### src/rtl/fp16_pkg.sv
// Shared FP16 types, constants and the exact FP16-to-fixed-point decoder.
// Fixed format is 18 integer bits (including sign) and 24 fractional bits.
package fp16_pkg;

  typedef logic [15:0] fp16_t;

  localparam int FIX_FRAC_W = 24;
  localparam int FIX_INT_W  = 18;
  localparam int FIX_W      = FIX_INT_W + FIX_FRAC_W;
  localparam int MAG_W      = FIX_W - 1;

  typedef logic signed [FIX_W-1:0] fixed42_t;

  localparam int    FP16_EXP_BIAS   = 15;
  localparam fp16_t FP16_QNAN       = 16'h7E00;
  localparam fp16_t FP16_POS_INF    = 16'h7C00;
  localparam fp16_t FP16_MAX_FINITE = 16'h7BFF;

  typedef enum logic [1:0] {
    SPC_NONE,
    SPC_NAN,
    SPC_INF
  } special_e;

  // One LSB of the fixed format is 2^-24, so every finite FP16 value decodes exactly.
  function automatic fixed42_t fp16_to_fixed(input fp16_t x);
    logic [FIX_W-1:0] mag;
    if (x[14:10] == 5'd0)
      mag = {{(FIX_W-10){1'b0}}, x[9:0]};
    else
      mag = {{(FIX_W-11){1'b0}}, 1'b1, x[9:0]} << (x[14:10] - 5'd1);
    return x[15] ? -fixed42_t'(mag) : fixed42_t'(mag);
  endfunction

endpackage

### src/rtl/fp16_round_pack.sv
// Combinational fixed-point magnitude + sign to FP16, round-to-nearest-even.
// With SUBFP16_SAT_EN defined, overflow saturates to max finite instead of inf.
module fp16_round_pack
  import fp16_pkg::*;
(
  input  logic             sign,
  input  logic [MAG_W-1:0] mag,
  output fp16_t            result,
  output logic             ovf
);

  localparam logic [MAG_W:0] EXT_ONE = {{MAG_W{1'b0}}, 1'b1};

  logic [5:0]     p;
  logic [5:0]     rsh;
  logic [MAG_W:0] ext;
  logic [MAG_W:0] mask;
  logic [10:0]    top;
  logic [4:0]     e;
  logic           guard;
  logic           sticky;
  logic           up;
  logic [15:0]    rounded;
  logic           ovf_c;

  always_comb begin
    p = '0;
    for (int i = 0; i < MAG_W; i++)
      if (mag[i]) p = 6'(i);
  end

  // A zero guard bit is appended so p=10 (exact, exponent 1) needs no special case.
  always_comb begin
    rsh     = (p >= 6'd10) ? p - 6'd10 : 6'd0;
    ext     = {mag, 1'b0};
    top     = ext[rsh +: 11];
    mask    = (EXT_ONE << rsh) - EXT_ONE;
    guard   = top[0];
    sticky  = |(ext & mask);
    up      = guard && (sticky || top[1]);
    e       = 5'(p - 6'd9);
    rounded = {1'b0, e, top[10:1]} + {15'd0, up};
    ovf_c   = rounded[15:10] >= 6'd31;
  end

  always_comb begin
    result = '0;
    ovf    = 1'b0;
    if (p < 6'd10) begin
      result = {sign, 5'd0, mag[9:0]};
    end else if (ovf_c) begin
      ovf = 1'b1;
`ifdef SUBFP16_SAT_EN
      result = {sign, FP16_MAX_FINITE[14:0]};
`else
      result = {sign, FP16_POS_INF[14:0]};
`endif
    end else begin
      result = {sign, rounded[14:0]};
    end
  end

endmodule

### src/rtl/subfp16_pipe.sv
// Three-stage valid/ready FP16 subtractor: decode to fixed, subtract, round/pack.
// Optional SUBFP16_SAT_EN (in fp16_round_pack) saturates overflow to max finite.
module subfp16_pipe
  import fp16_pkg::*;
(
  input  logic  clk,
  input  logic  rst,
  input  logic  in_valid,
  output logic  in_ready,
  input  fp16_t a,
  input  fp16_t b,
  output logic  out_valid,
  input  logic  out_ready,
  output fp16_t diff,
  output logic  out_ovf
);

  logic             adv;
  logic             a_nan, b_nan, a_inf, b_inf;
  logic             v1, v2;
  fixed42_t         fa1, fb1;
  special_e         spc1, spc2;
  logic             spc_sign1, spc_sign2;
  logic             zneg1;
  fixed42_t         d;
  logic             sign2;
  logic [MAG_W-1:0] mag2;
  fp16_t            rp_result;
  logic             rp_ovf;

  assign adv      = !out_valid || out_ready;
  assign in_ready = adv;
  assign d        = fa1 - fb1;

  always_comb begin
    a_nan = (a[14:10] == 5'h1F) && (a[9:0] != 10'd0);
    b_nan = (b[14:10] == 5'h1F) && (b[9:0] != 10'd0);
    a_inf = (a[14:10] == 5'h1F) && (a[9:0] == 10'd0);
    b_inf = (b[14:10] == 5'h1F) && (b[9:0] == 10'd0);
  end

  fp16_round_pack u_round_pack (
    .sign   (sign2),
    .mag    (mag2),
    .result (rp_result),
    .ovf    (rp_ovf)
  );

  // Only (-0)-(+0) yields a negative zero; every other exact cancellation is +0.
  always_ff @(posedge clk) begin
    if (rst) begin
      v1        <= 1'b0;
      v2        <= 1'b0;
      out_valid <= 1'b0;
      diff      <= '0;
      out_ovf   <= 1'b0;
      fa1       <= '0;
      fb1       <= '0;
      spc1      <= SPC_NONE;
      spc2      <= SPC_NONE;
      spc_sign1 <= 1'b0;
      spc_sign2 <= 1'b0;
      zneg1     <= 1'b0;
      sign2     <= 1'b0;
      mag2      <= '0;
    end else if (adv) begin
      v1  <= in_valid;
      fa1 <= fp16_to_fixed(a);
      fb1 <= fp16_to_fixed(b);
      if (a_nan || b_nan || (a_inf && b_inf && (a[15] == b[15])))
        spc1 <= SPC_NAN;
      else if (a_inf || b_inf)
        spc1 <= SPC_INF;
      else
        spc1 <= SPC_NONE;
      spc_sign1 <= a_inf ? a[15] : !b[15];
      zneg1     <= (a == 16'h8000) && (b == 16'h0000);

      v2        <= v1;
      sign2     <= d[FIX_W-1] || ((d == '0) && zneg1);
      mag2      <= d[FIX_W-1] ? MAG_W'(-d) : d[MAG_W-1:0];
      spc2      <= spc1;
      spc_sign2 <= spc_sign1;

      out_valid <= v2;
      if (v2) begin
        case (spc2)
          SPC_NAN: begin
            diff    <= FP16_QNAN;
            out_ovf <= 1'b0;
          end
          SPC_INF: begin
            diff    <= {spc_sign2, FP16_POS_INF[14:0]};
            out_ovf <= 1'b0;
          end
          default: begin
            diff    <= rp_result;
            out_ovf <= rp_ovf;
          end
        endcase
      end
    end
  end

endmodule

### config.mk
export PLATFORM = sky130hd
export DESIGN_NAME = subfp16_pipe
export DESIGN_NICKNAME = d
export VERILOG_FILES = /design/src/rtl/fp16_pkg.sv /design/src/rtl/fp16_round_pack.sv /design/src/rtl/subfp16_pipe.sv
export SDC_FILE = /design/constraint.sdc
export NUM_CORES = 1
export LEC_CHECK = 0
export ABC_CLOCK_PERIOD_IN_PS = 6020
export CAP_MARGIN = 20
export CELL_PAD_IN_SITES_DETAIL_PLACEMENT = 1
export CELL_PAD_IN_SITES_GLOBAL_PLACEMENT = 1
export CORE_ASPECT_RATIO = 0.7
export CORE_MARGIN = 3
export CORE_UTILIZATION = 43
export CTS_BUF_LIST = sky130_fd_sc_hd__clkbuf_4 sky130_fd_sc_hd__clkbuf_8
export DETAILED_ROUTE_END_ITERATION = 12
export PLACE_DENSITY = 0.78
export SLEW_MARGIN = 10
export SYNTH_ARGS = -nofsm -noshare
export SYNTH_HDL_FRONTEND = slang
export SYNTH_SLANG_ARGS = --single-unit
### constraint.sdc
create_clock -name clk -period 6.02 [get_ports clk]
set_clock_uncertainty 0.1 [all_clocks]
set_input_delay 0.602 -clock clk [delete_from_list [all_inputs] [get_ports clk]]
set_output_delay 0.602 -clock clk [all_outputs]
set_load 0.01 [all_outputs]
Word level (Yosys, flattened, before mapping):

Index checks and enable logic that the tools add are counted.

* register bits after elaboration: 153
* bits of input ports: 36
* output and inout port bits: 19
* word-level logic and storage cells: 125

* add/subtract/negate cells: 10
* $lt $le $gt $ge: 3
* equal/unequal tests: 6
* shift-type cells: 4
* mux-type cells: 59
* bitwise logic cells: 1
* reductions and logical operators: 28

Operators by type and width (count)
* $mux 42: 8
* $neg 42->42: 2
* $shl 11x5->42: 2
* $mux 5: 16
* $mux 6: 10
* $and 42x42->42: 1
* $logic_not 42->1: 1
* $reduce_or 42->1: 1
* $shiftx 42x7->11: 1
* $shl 1x6->42 const A: 1
* $sub 42x1->42 const B: 1
* $sub 42x42->42: 1
* $mux 41: 1
* $neg 41->41: 1
* $mux 4: 8
* $pmux 16 s2: 1
* $mux 15: 2
* $logic_not 10->1: 2
* $reduce_bool 10->1: 2
* $add 15x1->16: 1
* $eq 16x16->1 const B: 1
* $logic_not 16->1: 1
* $mux 3: 4
* $eq 5x5->1 const B: 2
* 17 further kinds: 40

Longest topological paths before layout:

* depth in word-level cells: 53
* mapped depth: 29
* gate-level depth less buffers: 25

Modules after synthesis:

A second synthesis with hierarchy kept.

* cell total of the unflattened synthesis: 2711
* area, all modules: 19082.1 um2

By module, submodules not included
* subfp16_pipe: instances 1, cells each 2006, area each 14371.3 um2, seq. area each 3062.9 um2
* fp16_round_pack: instances 1, cells each 705, area each 4710.8 um2, seq. area each 0.0 um2

Worst setup path before layout:

Ideal clock, no wire load.

* path kind: flip-flop to flip-flop
* from: register mag2[5]
* to: register out_ovf
* library setup time: 70 ps
* data arrival time: 5740 ps
* data required time: 5850 ps
* path slack: 109 ps
* cell stages (with the launch flop): 27
* buffers on the path: 4
* clock period less this slack: 5911 ps
* path through: dfxtp_1 > clkbuf_1 > inv_1 > a221oi_1 > o41a_1 > a211oi_1 > o21ai_1 > inv_1 > clkbuf_1 > ha_1 > nor3_2 > a21boi_2 > o21ai_2 > nand3_2 > buf_2 > buf_1 > a21oi_1 > nor4_1 > and2_1 > ha_1 > and3_1 > and4_1 > nand4_1 > a2111oi_4 > a21oi_2 > or3_1 > a21oi_1

* cells in the longest elaborated chain, start to end: 49
* elaborated cells on any way between the ends: 53
* classes of those cells: add/sub: 4; order compare: 3; shift: 2; mux: 40; bitwise: 1; reduce/logical: 3

Ends and longest elaborated chain
* from (decl): line subfp16_pipe.sv:27 `logic [MAG_W-1:0] mag2;`
* from (signal assigned): line subfp16_pipe.sv:81 `mag2 <= d[FIX_W-1] ? MAG_W'(-d) : d[MAG_W-1:0];`
* $mux 3 (3 in series): line fp16_round_pack.sv:29 `if (mag[i]) p = 6'(i);`
* $mux 4 (8 in series): line fp16_round_pack.sv:29
* $mux 5 (16 in series): line fp16_round_pack.sv:29
* $mux 6 (9 in series): line fp16_round_pack.sv:29
* $sub 6x4->6 / $ge 6x4->1 (equally long branches): line fp16_round_pack.sv:34 `rsh = (p >= 6'd10) ? p - 6'd10 : 6'd0;`
* $mux 6: line fp16_round_pack.sv:34
* $shl 1x6->42: line fp16_round_pack.sv:37 `mask = (EXT_ONE << rsh) - EXT_ONE;`
* $sub 42x1->42: line fp16_round_pack.sv:37
* $and 42x42->42: line fp16_round_pack.sv:39 `sticky = |(ext & mask);`
* $reduce_or 42->1: line fp16_round_pack.sv:39
* $logic_or 1x1->1: line fp16_round_pack.sv:40 `up = guard && (sticky || top[1]);`
* $logic_and 1x1->1: line fp16_round_pack.sv:40
* $add 15x1->16: line fp16_round_pack.sv:42 `rounded = {1'b0, e, top[10:1]} + {15'd0, up};`
* $ge 6x5->1: line fp16_round_pack.sv:43 `ovf_c = rounded[15:10] >= 6'd31;`
* $mux 1: line fp16_round_pack.sv:51 `end else if (ovf_c) begin`
* $mux 1 (*): line fp16_round_pack.sv:49 `if (p < 6'd10) begin`
* $mux 1 (*): line subfp16_pipe.sv:87 `case (spc2)`
* to (signal assigned): line subfp16_pipe.sv:98 `out_ovf <= rp_ovf;`
* to (decl): line subfp16_pipe.sv:15 `output logic out_ovf`

Mark *: on every way between the ends. The rest lies on a longest branch, timed or not.
A chain may end at the register's enable or synchronous reset.

Worst setup path after layout:

* from: register mag2[10]
* to: register diff[12]

* cells in the longest elaborated chain, start to end: 44
* elaborated cells on any way between the ends: 48
* classes of those cells: add/sub: 4; order compare: 3; shift: 2; mux: 35; bitwise: 1; reduce/logical: 3

Ends and longest elaborated chain
* $mux 4 (6 in series): line fp16_round_pack.sv:29
* $mux 5 (16 in series): line fp16_round_pack.sv:29
* $mux 6 (9 in series): line fp16_round_pack.sv:29
* $sub 6x4->6 / $ge 6x4->1 (equally long branches): line fp16_round_pack.sv:34
* $mux 6: line fp16_round_pack.sv:34
* $shl 1x6->42: line fp16_round_pack.sv:37
* $sub 42x1->42: line fp16_round_pack.sv:37
* $and 42x42->42: line fp16_round_pack.sv:39
* $reduce_or 42->1: line fp16_round_pack.sv:39
* $logic_or 1x1->1: line fp16_round_pack.sv:40
* $logic_and 1x1->1: line fp16_round_pack.sv:40
* $add 15x1->16: line fp16_round_pack.sv:42
* $ge 6x5->1: line fp16_round_pack.sv:43
* $mux 15: line fp16_round_pack.sv:51
* $mux 15 (*): line fp16_round_pack.sv:49
* $pmux 16 s2 (*): line subfp16_pipe.sv:87
* to (signal assigned): line subfp16_pipe.sv:93 `diff <= {spc_sign2, FP16_POS_INF[14:0]};`
* to (signal assigned): line subfp16_pipe.sv:97 `diff <= rp_result;`
* to (decl): line subfp16_pipe.sv:14 `output fp16_t diff,`

Marks and branches as above.

==> flow_results.org <==
** Outcome
- Result of the run :: completed

** Final layout
- Storage cell area :: 3070 um^2
- 0 antenna diodes ended up in the layout.
- Final Core Density :: 0.537
- After filler insertion, the fill cell instance count of the layout stands at 5154.
- Synthesis-to-layout area growth :: 22.1%
- In the final layout, the multi-input gates occupy 13700 um^2.
- Cell area after layout :: ~22000 um^2
- Count of non-filler cells in the finished layout :: 3295
- Nets :: 2845
- In the final layout, the share of cells above drive strength 1 is 0.195.

** Detailed routing
- Number of nets with antenna violations after detailed routing :: 0
- Post-route DRC :: 0
- In the final routed layout, each cell accounts on average for 27.0 um.
- The routed layout has 21.7k vias.
- Before antenna repair, the detailed router went through 6 iterations.
- DR iter-0 viols :: about 2.3k
- After detailed routing, the number of vias per cell comes to 6.59.
- Total Routed Length :: between 80 and 90 mm

** Floorplanning
- # IOs :: 55
- Core Footprint :: 40100 um^2
- After floorplanning, the core was divided into 61 placement rows.
- For this configuration, the core starts out at a cell density of 0.440.
- The die covers 43500 um^2.
- Height of the die :: 175 um
- The die is about 250 um wide.

** Clock network
- Max Root-Sink Buffers :: 2
- CTS placed an instance of sky130_fd_sc_hd__clkbuf_8 at the clock tree root.
- The H-tree was split into 4 levels.
- Number of sinks driven by the clock tree :: 153
- TritonCTS built the clock tree.
- Inserted Clock Buffers :: 17
- Clock-pin slew was measured on the worst setup and hold paths at 0.09 ns.
- The later pin in the worst-skew pair is clocked with a latency of 0.50 ns.

** Global route
- Entering global routing, the biggest net connects 82 pins.
- Initial antenna violation count :: 2
- The number of global-route vias before repair was 21.2k.
- In the global route stage, overall resource usage came out at 0.401.
- Congestion Overflow GR :: 0
- Wire length of the first global-routing pass :: 133 mm

** Logic synthesis
- By area the synthesized netlist is led by sky130_fd_sc_hd__dfxtp_1 17%, sky130_fd_sc_hd__nand2_1 6.5%, sky130_fd_sc_hd__nor2_1 5.7%.
- The synthesized design contains 153 register bits.
- Counting flops with an async set or reset pin after synthesis yields a share of 0.
- The share of the Yosys chip area taken by registers is 0.174.
- Count of synthesis-stage warnings from yosys :: 0
- Share of Yosys cell area claimed by the top area cell type :: 0.174
- Main flop type after synthesis :: sky130_fd_sc_hd__dfxtp_1
- Averaged over all synthesized cells, the footprint is 7.01 um^2.
- Synthesis produced a netlist with a net count of 2607.
- Synthesized cell area :: 17600 um^2
- Count of flip-flops with a built-in enable after synthesis :: 0
- After technology mapping, the gate count stands at 2511.
- Synth area leader :: sky130_fd_sc_hd__dfxtp_1
- Number of distinct library cells after synthesis :: 108

** Critical path
- The critical path in this run is classified as reg -> reg.
- Data arrival, critical path :: 6.26 ns
- The worst register-to-register path ends at diff[12].
- The worst setup path is captured at a register.
- Setup slack on the worst flop-to-flop path :: 0.07 ns
- Measured in cells, the most critical reg-to-reg path has a length of 23.
- Worst reg2reg startpoint :: mag2[10]
- In this run the worst path has a maximum fanout of 6.
- Setup crit start kind :: register
- At the worst endpoint, the required time is between 6 and 7 ns.

** Placed design
- Number of buffer cells added on primary ports :: 54
- Including well taps, the total number of placed cells is 3251.
- After legalization and detailed placement, the total HPWL measured a little over 70 mm.
- Area post-placement :: 20600 um^2
- Final weighted congestion of routability-driven global placement :: 1.12

** Hold path
- In this run the most critical hold path is launched from fb1[5].
- The worst hold path belongs to the class reg -> reg.
- The worst hold path terminates at fb1[5].
- Hold path depth :: 2

** Timing
- Achievable frequency :: 0.168 GHz
- Count of pins over their slew limit :: 0
- For the pin with the worst max-slew slack, the measured transition is 1.12 ns.
- Final clock period utilization by the worst path :: 0.989
- For the finished layout, the period the worst path requires is 5.95 ns.
- Worst slew slack as a fraction of its limit :: 0.253
- Final Hold Fails :: 0
- Setup violations remaining at the end of the flow were counted as 0.

** Job
- Max-cap viol count :: 0
-- sequential cells by signal, indices dropped and copies added, names as in the netlist --
register,flops
v2,1
diff,16
sign2,1
fb1,42
zneg1,1
mag2,41
spc_sign2,1
v1,1
spc1,2
fa1,42
spc_sign1,1
out_valid,1
out_ovf,1
spc2,2
-- cells by family (layout without fill, tap and decap cells) --
group / Yosys count / after routing / share of synthesized area
AO/OA/AOI/OAI: 806 / 806 / 0.309
XOR/XNOR: 165 / 165 / 0.0821
adder cells (fa/ha/maj): 60 / 60 / 0.0431
buffers and inverters: 278 / 527 / 0.0655
flip-flops: 153 / 153 / 0.174
multiplexers: 95 / 95 / 0.0622
AND/OR/NAND/NOR: 954 / 954 / 0.264
-- routing by layer --
metal,vias up,wire length [um],track usage
met3,119,12500,0.169
met5,-,13,0
met4,2,1320,0.0644
met1,10758,41500,0.604
met2,1192,33700,0.527
li1,9655,-,-
-- layout by cell type (no fill, tap or decap), types with 20 or more instances in the layout --
master and instances:
sky130_fd_sc_hd__nand2_1 305, sky130_fd_sc_hd__xnor2_1 103, sky130_fd_sc_hd__o211ai_1 24, sky130_fd_sc_hd__o31ai_1 25
sky130_fd_sc_hd__or3_1 29, sky130_fd_sc_hd__mux2i_1 66, sky130_fd_sc_hd__a211oi_1 105, sky130_fd_sc_hd__nand2b_1 24
sky130_fd_sc_hd__nand3_1 63, sky130_fd_sc_hd__ha_1 56, sky130_fd_sc_hd__and3_1 22, sky130_fd_sc_hd__o21ai_0 149
sky130_fd_sc_hd__xor2_1 60, sky130_fd_sc_hd__a22oi_1 23, sky130_fd_sc_hd__and2_1 20, sky130_fd_sc_hd__a21oi_1 192
sky130_fd_sc_hd__dfxtp_1 147, sky130_fd_sc_hd__nand4_1 22, sky130_fd_sc_hd__inv_1 92, sky130_fd_sc_hd__a31oi_1 28
sky130_fd_sc_hd__buf_4 335, sky130_fd_sc_hd__clkdlybuf4s50_1 53, sky130_fd_sc_hd__nor3_1 72, sky130_fd_sc_hd__nor2_1 266
-- synthesized netlist by cell type (14+ instances only) --
master                     instances
sky130_fd_sc_hd__nand2b_1         24
sky130_fd_sc_hd__inv_1            93
sky130_fd_sc_hd__and3_1           22
sky130_fd_sc_hd__a22oi_1          25
sky130_fd_sc_hd__clkbuf_1        126
sky130_fd_sc_hd__mux2i_1          69
sky130_fd_sc_hd__a211oi_1        110
sky130_fd_sc_hd__nand2_1         305
sky130_fd_sc_hd__dfxtp_1         153
sky130_fd_sc_hd__nor3_1           75
sky130_fd_sc_hd__nor2_1          267
sky130_fd_sc_hd__a221oi_1         16
sky130_fd_sc_hd__a31oi_1          29
sky130_fd_sc_hd__xor2_1           61
sky130_fd_sc_hd__nand3_1          65
sky130_fd_sc_hd__buf_2            33
sky130_fd_sc_hd__o211ai_1         24
sky130_fd_sc_hd__nor4_1           21
sky130_fd_sc_hd__mux2_2           14
sky130_fd_sc_hd__o21ai_0         152
sky130_fd_sc_hd__xnor2_1         104
sky130_fd_sc_hd__and2_1           20
sky130_fd_sc_hd__nor2b_1          18
sky130_fd_sc_hd__or2_2            17
sky130_fd_sc_hd__a21o_1           19
sky130_fd_sc_hd__ha_1             59
sky130_fd_sc_hd__or3_1            30
sky130_fd_sc_hd__nand4_1          22
sky130_fd_sc_hd__o21ai_1          16
sky130_fd_sc_hd__o31ai_1          27
sky130_fd_sc_hd__a21oi_1         199
-- worst max path at each step --
stage                     startpoint  endpoint  slack (ns)  cells after the start
after floorplan              mag2[5]   out_ovf        0.11                     26
after global placement       mag2[4]   diff[0]       -0.06                     26
after detailed placement     mag2[4]  diff[12]       -0.21                     23
after CTS                    mag2[6]   out_ovf        0.04                     28
after global routing        mag2[10]  diff[12]       -0.06                     25
final                       mag2[10]  diff[12]        0.07                     23
-- critical path, cell delays in order (launching register included) --
cell and delay [ns]:
sky130_fd_sc_hd__dfxtp_1 0.35, sky130_fd_sc_hd__buf_4 0.16, sky130_fd_sc_hd__or4_4 0.51, sky130_fd_sc_hd__o211ai_1 0.30, sky130_fd_sc_hd__a211oi_2 0.15, sky130_fd_sc_hd__nor2_2 0.18, sky130_fd_sc_hd__inv_2 0.07, sky130_fd_sc_hd__ha_1 0.26
sky130_fd_sc_hd__buf_4 0.18, sky130_fd_sc_hd__or2_2 0.27, sky130_fd_sc_hd__o211ai_1 0.17, sky130_fd_sc_hd__buf_4 0.21, sky130_fd_sc_hd__buf_4 0.17, sky130_fd_sc_hd__a221o_1 0.25, sky130_fd_sc_hd__nand3_1 0.20, sky130_fd_sc_hd__nand4_1 0.29
sky130_fd_sc_hd__and4b_2 0.29, sky130_fd_sc_hd__nand3_1 0.10, sky130_fd_sc_hd__or4_4 0.59, sky130_fd_sc_hd__buf_4 0.17, sky130_fd_sc_hd__or3_1 0.38, sky130_fd_sc_hd__nor2_2 0.13, sky130_fd_sc_hd__o21ai_1 0.09, sky130_fd_sc_hd__a211oi_1 0.26
-- through the flow --
step,setup TNS [ns],worst slack (ns),hold slack [ns]
2_1_floorplan,0,0.109,0.332
5_1_grt,-0.328,-0.0641,0.383
4_1_cts,0,0.0367,0.360
3_5_place_dp,-1.44,-0.213,0.349
3_3_place_gp,-0.0645,-0.0645,0.338
6_report,0,0.0665,0.360
-- area by class of cell --
type,instances,share of cell area
sequential,153,0.143
clock buffer,18,0.0115
multi-input combinational,2080,0.638
tap,535,0.0311
timing repair buffer,402,0.151
clock inverter,12,0.00879
inverter,95,0.0168
-- repair_timing --
action | 4_1_cts | 5_1_grt
setup endpoints to repair | 14 | 24
hold buffers | 0 | 0
buffers inserted | 2 | 12
pin swaps | 3 | 29
gates cloned | 0 | 0
endpoints found under the hold margin | 0 | 0
resized for setup | 12 | 70
Power is left out: the tool's default activity adds up to more than one toggle a clock period on the data nets, which glitch-free logic cannot reach.
